**src/rtl/uart_pkg.sv**
```systemverilog
// Shared UART definitions: receiver state encoding, baud counter width and parity helper.
package uart_pkg;

  localparam int BAUD_W = 16;

  typedef enum logic [2:0] {
    IDLE,
    START,
    DATA,
    PARITY,
    STOP,
    BREAK
  } uart_rx_state_e;

  // Parity bit a transmitter would send for the low nbits of data (odd=1 selects odd parity).
  function automatic logic parity_bit(input logic [8:0] data, input int nbits, input logic odd);
    logic p;
    p = odd;
    for (int i = 0; i < 9; i++) begin
      if (i < nbits) p = p ^ data[i];
    end
    return p;
  endfunction

endpackage

```
**src/rtl/uart_sync2.sv**
```systemverilog
// Generic two-flop synchroniser for a single asynchronous input.
module uart_sync2 #(
  parameter logic RST_VAL = 1'b1
) (
  input  logic clk_i,
  input  logic rst_i,
  input  logic d_i,
  output logic q_o
);

  logic meta_reg;
  logic sync_reg;

  always_ff @(posedge clk_i or posedge rst_i) begin
    if (rst_i) begin
      meta_reg <= RST_VAL;
      sync_reg <= RST_VAL;
    end else begin
      meta_reg <= d_i;
      sync_reg <= meta_reg;
    end
  end

  assign q_o = sync_reg;

endmodule

```
**src/rtl/uart_rx.sv**
```systemverilog
// UART receiver: start-bit realigned bit timing, LSB-first data, optional parity, break handling.
module uart_rx
  import uart_pkg::*;
#(
  parameter int DATA_BITS  = 8,
  parameter int PARITY_EN  = 0,
  parameter int PARITY_ODD = 0
) (
  input  logic                 clk_i,
  input  logic                 rst_i,
  input  logic [BAUD_W-1:0]    baud_rate_value_i,
  input  logic                 rx_i,
  output logic [DATA_BITS-1:0] data_o,
  output logic                 valid_o,
  output logic                 parity_err_o,
  output logic                 frame_err_o,
  output logic                 busy_o
);

  localparam logic [3:0]        LAST_BIT = 4'(DATA_BITS - 1);
  localparam logic [BAUD_W-1:0] CNT_ONE  = BAUD_W'(1);

  logic rx_s;
  logic rx_q_reg;

  uart_rx_state_e       state_reg, state_next;
  logic [BAUD_W-1:0]    cnt_reg, cnt_next;
  logic [BAUD_W-1:0]    n_reg, n_next;
  logic [3:0]           bit_idx_reg, bit_idx_next;
  logic [DATA_BITS-1:0] shift_reg, shift_next;
  logic                 par_err_reg, par_err_next;
  logic [DATA_BITS-1:0] data_reg, data_next;
  logic                 valid_reg, valid_next;
  logic                 perr_out_reg, perr_out_next;
  logic                 ferr_reg, ferr_next;

  uart_sync2 #(.RST_VAL(1'b1)) u_sync (
    .clk_i (clk_i),
    .rst_i (rst_i),
    .d_i   (rx_i),
    .q_o   (rx_s)
  );

  always_ff @(posedge clk_i or posedge rst_i) begin
    if (rst_i) begin
      rx_q_reg     <= 1'b1;
      state_reg    <= IDLE;
      cnt_reg      <= '0;
      n_reg        <= '0;
      bit_idx_reg  <= '0;
      shift_reg    <= '0;
      par_err_reg  <= 1'b0;
      data_reg     <= '0;
      valid_reg    <= 1'b0;
      perr_out_reg <= 1'b0;
      ferr_reg     <= 1'b0;
    end else begin
      rx_q_reg     <= rx_s;
      state_reg    <= state_next;
      cnt_reg      <= cnt_next;
      n_reg        <= n_next;
      bit_idx_reg  <= bit_idx_next;
      shift_reg    <= shift_next;
      par_err_reg  <= par_err_next;
      data_reg     <= data_next;
      valid_reg    <= valid_next;
      perr_out_reg <= perr_out_next;
      ferr_reg     <= ferr_next;
    end
  end

  always_comb begin
    state_next    = state_reg;
    cnt_next      = (state_reg == IDLE) ? '0 : cnt_reg + CNT_ONE;
    n_next        = n_reg;
    bit_idx_next  = bit_idx_reg;
    shift_next    = shift_reg;
    par_err_next  = par_err_reg;
    data_next     = data_reg;
    valid_next    = 1'b0;
    perr_out_next = perr_out_reg;
    ferr_next     = ferr_reg;

    case (state_reg)
      IDLE: begin
        if (rx_q_reg && !rx_s) begin
          state_next   = START;
          cnt_next     = '0;
          n_next       = baud_rate_value_i;
          bit_idx_next = '0;
          par_err_next = 1'b0;
        end
      end
      START: begin
        // Half a bit in: a line already back high was only a glitch.
        if (cnt_reg == (n_reg >> 1)) begin
          cnt_next   = '0;
          state_next = rx_s ? IDLE : DATA;
        end
      end
      DATA: begin
        if (cnt_reg == n_reg) begin
          cnt_next     = '0;
          shift_next   = {rx_s, shift_reg[DATA_BITS-1:1]};
          bit_idx_next = bit_idx_reg + 4'd1;
          if (bit_idx_reg == LAST_BIT) state_next = (PARITY_EN != 0) ? PARITY : STOP;
        end
      end
      PARITY: begin
        if (cnt_reg == n_reg) begin
          cnt_next     = '0;
          par_err_next = rx_s != parity_bit(9'(shift_reg), DATA_BITS, 1'(PARITY_ODD));
          state_next   = STOP;
        end
      end
      STOP: begin
        if (cnt_reg == n_reg) begin
          cnt_next      = '0;
          data_next     = shift_reg;
          valid_next    = 1'b1;
          perr_out_next = (PARITY_EN != 0) ? par_err_reg : 1'b0;
          ferr_next     = ~rx_s;
          state_next    = rx_s ? IDLE : BREAK;
        end
      end
      BREAK: begin
        if (rx_s) state_next = IDLE;
      end
      default: state_next = IDLE;
    endcase
  end

  assign data_o       = data_reg;
  assign valid_o      = valid_reg;
  assign parity_err_o = perr_out_reg;
  assign frame_err_o  = ferr_reg;
  assign busy_o       = (state_reg != IDLE);

endmodule

```
**config.mk**
```make
export PLATFORM = sky130hd
export DESIGN_NAME = uart_rx
export DESIGN_NICKNAME = d
export VERILOG_FILES = /design/src/rtl/uart_pkg.sv /design/src/rtl/uart_sync2.sv /design/src/rtl/uart_rx.sv
export SDC_FILE = /design/constraint.sdc
export NUM_CORES = 1
export LEC_CHECK = 0
export CAP_MARGIN = 20
export CELL_PAD_IN_SITES_DETAIL_PLACEMENT = 2
export CELL_PAD_IN_SITES_GLOBAL_PLACEMENT = 2
export CORE_MARGIN = 2
export CORE_UTILIZATION = 40
export CTS_BUF_LIST = sky130_fd_sc_hd__clkbuf_8
export CTS_CLUSTER_SIZE = 24
export DETAILED_ROUTE_END_ITERATION = 8
export GPL_ROUTABILITY_DRIVEN = 0
export PLACE_DENSITY_LB_ADDON = 0.1
export SETUP_SLACK_MARGIN = 0.2
export SYNTH_ARGS = -nofsm -noshare
export SYNTH_HDL_FRONTEND = slang
export SYNTH_HIERARCHICAL = 1
export SYNTH_SLANG_ARGS = --single-unit
```
**constraint.sdc**
```tcl
create_clock -name clk_i -period 7.1 [get_ports clk_i]
set_clock_uncertainty 0.2 [all_clocks]
set_input_delay 1.42 -clock clk_i [delete_from_list [all_inputs] [get_ports clk_i]]
set_output_delay 1.42 -clock clk_i [all_outputs]
set_load 0.1 [all_outputs]
```
==> impl_metrics.py <==
metrics = {
    "critical_path": {
        "reg2regPathDepth": 5,
        "crit_buf_inv": 1,
        "critical_path_required_ns": 5.48,
        "setup.worst_path.start_class": "register",
        "arrival_ns": 2.16,
        "r2r-end": "shift_reg[0]$_DFFE_PP0P_",
        "critical_path_class": "register to output pin",
        "critPathMaxFanout": 7,
        "regToRegSetupSlack_ns": 4.22,
        "worstPathCellList": "or3_1, clkdlybuf4s50_1",
        "crit_family": "buffers and inverters",
        "endpoint_kind": "output pin",
        "reg2reg_from": "cnt_reg[6]$_DFF_PP0_",
        "startpoint": "state_reg[0]$_DFFE_PP0P_",
        "slowest_stage": "clkdlybuf4s50_1",
        "max_stage_delay_ns": 0.97,
    },
    "sta": {
        "tns_ns": 0,
        "worst_slew_pin_slew_ns": 0.993,
        "slew-limit-headroom": 0.336,
        "grt_setup_unrepaired": "no",
        "hold_viol": 0,
        "timing.final.crit_share": 0.533,
        "setup_viol": 0,
        "maxSlewViolCount": 0,
        "fmax_ghz": 0.264,
        "fin_crit_ns": 3.78,
    },
    "synthesis": {
        "syn_avg_cell_area_um2": 12.0,
        "synthMuxAreaShare": 0.143,
        "synth_top_flop_cell": "dfrtp_1",
        "synth-seq-cells": 60,
        "synth_edf_count": 0,
        "synth_fa_ha_area_frac": 0.0126,
        "synth_xor_area_frac": 0.129,
        "synth_compound_area_frac": 0.0310,
        "async_flop_share": 1.00,
        "syn_inst": 248,
        "netlist_area_um2": 2990,
        "synth.distinct_cells": 43,
        "yosys_warnings": 6,
        "synth_nets": 270,
        "synth_top_family_by_area": "multiplexers",
        "synth-seq-area-share": 0.504,
        "synth-simple-area-share": 0.138,
    },
    "floorplanning": {
        "ioPinCount": 31,
        "fp.dieW_um": 90.4,
        "rows": 31,
        "fp.coreArea_um2": 7250,
        "start_util": 0.412,
        "die_h_um": 90.4,
        "die_area_um2": 8170,
    },
    "route": {
        "drtAntennaViolNets": 0,
        "vias": 1992,
        "drc_errors": 0,
        "viasPerCell": 5.24,
        "drt_wl_total_um": 6740,
        "firstDrtPassIters": 4,
        "routedWlPerCell_um": 17.7,
        "drt-initial-drc-count": 52,
    },
    "grt": {
        "antenna_found_initial": 0,
        "track_usage": 0.185,
        "grt_max_degree": 59,
        "grt_pass1_vias": 2300,
        "grt_pass1_wl_um": 11900,
        "grt_overflow": 0,
    },
    "cells_and_area": {
        "multiInputGateArea_um2": 1360,
        "drive_above_1_share": 0.210,
        "final_util": 0.485,
        "area_growth_pct": 17.9,
        "fin_nets": 298,
        "antennaDiodeCount": 0,
        "ff_latch_area_um2": 1510,
        "n_fill_cell": 735,
    },
    "clock_tree": {
        "holdBufCountCts": 0,
        "cts_tree": "done",
        "htreeDepth": 3,
        "clk_path_buf_depth": 2,
        "insertion_delay_ns": 0.34,
        "postCtsSetupRepairBufs": 0,
        "cts-resized-gates": 0,
        "cts_root_buffer": "clkbuf_8",
        "clk_pin_slew_ns": 0.08,
        "numCtsBuffers": 9,
        "clock_sinks": 60,
    },
    "min_path": {
        "hp-class": "register to register",
        "min_to": "u_sync/q_o$_DFF_PP1_",
        "min_from": "u_sync/meta_reg$_DFF_PP1_",
        "whs_path_depth": 0,
    },
    "status": {
        "outcome": "completed",
    },
    "power": {
        "p_leak_uw": 0.00158,
        "power.density_nw_per_um2": 306,
        "peakVddDrop_mv": 0.175,
    },
    "job": {
        "drv_cap": 0,
    },
    "placement": {
        "port_buffers": 29,
        "dp_hpwl_um": 4730,
    },
}
where the power goes:
part,internal (µW),switching [µW]
combinational,141,132
clock,161,144
sequential,406,94.2
total,708,370
logic make-up after synthesis:
logic type / after synthesis
and+or+nand+nor: 70
adders and majority gates: 3
buffers and inverters: 22
DFF: 60
AOI/OAI and AO/OA: 12
muxes: 36
xor gates and xnor gates: 44
other: 1
cells in the mapped netlist, types with 2 or more instances:
cell,count,area [µm²]
nor2_1,5,18.8
xor2_1,27,236
nand2_1,10,37.5
and3_1,5,31.3
ha_1,3,37.5
nor4_2,2,25.0
clkbuf_1,2,7.51
dfrtp_1,57,1430
dfstp_2,3,78.8
nor3_1,17,85.1
mux2_2,25,282
buf_6,4,45.0
nor4_1,4,25.0
mux2i_1,4,40.0
mux2_4,7,105
o21ai_0,2,10.0
nand3_1,7,35.0
or3_1,3,18.8
buf_2,5,25.0
and4_1,4,35.0
xnor2_1,17,149
buf_1,2,7.51
nand4_1,6,37.5
inv_1,8,30.0
worst max path at each step:
stage | endpoint | slack, ns | depth (start not counted)
3_5_place_dp | busy_o | 3.70 | 2
6_report | busy_o | 3.32 | 2
5_1_grt | busy_o | 3.24 | 2
3_3_place_gp | busy_o | 3.70 | 2
4_1_cts | busy_o | 3.29 | 2
2_1_floorplan | bit_idx_reg[0]$_DFFE_PP0P_ | 4.05 | 1
cells in the final DEF (no fill, tap or decap), types with 2 or more instances in the layout:
cell type / instances
and3_1: 5
and4_1: 4
clkbuf_8: 9
clkdlybuf4s50_1: 29
clkinv_2: 2
clkinv_4: 2
dfrtp_1: 57
dfstp_2: 3
ha_1: 3
inv_1: 8
mux2_2: 25
mux2_4: 7
mux2i_1: 4
nand2_1: 10
nand3_1: 7
nand4_1: 6
nor2_1: 5
nor3_1: 17
nor4_1: 4
nor4_2: 2
o21ai_0: 2
or3_1: 3
xnor2_1: 17
xor2_1: 27
worst reg2reg max path: stages (launching register included):
cell     delay, ns
dfrtp_1       0.50
xor2_1        0.22
nor4_1        0.53
nand4_2       0.36
or2_1         0.55
mux2_4        0.39
layer usage:
| layer | wire length, µm | track usage |
|---|---|---|
| met5 | 0 | 0 |
| met4 | 87 | 0.0538 |
| met2 | 3280 | 0.304 |
| met3 | 188 | 0.0476 |
| met1 | 3180 | 0.243 |
through the flow:
stage | hold slack [ns] | cells | power, µW | setup WS, ns | cell area, µm²
5_1_grt | 0.166 | 380 | 1150 | 3.24 | 3520
3_3_place_gp | 0.147 | 363 | 765 | 3.70 | 3310
6_report | 0.160 | 380 | 1080 | 3.32 | 3520
4_1_cts | 0.163 | 380 | 1090 | 3.29 | 3520
2_1_floorplan | 0.145 | 248 | 701 | 4.05 | 2990
3_5_place_dp | 0.152 | 364 | 778 | 3.70 | 3330
cell type report:
| class | instances | area share |
|---|---|---|
| clock buffer | 9 | 0.0352 |
| timing repair buffer | 31 | 0.0878 |
| tap | 99 | 0.0352 |
| multi-input combinational | 166 | 0.386 |
| sequential | 60 | 0.428 |
| clock inverter | 7 | 0.0196 |
| inverter | 8 | 0.00853 |
(Power assumes the default switching activity.)
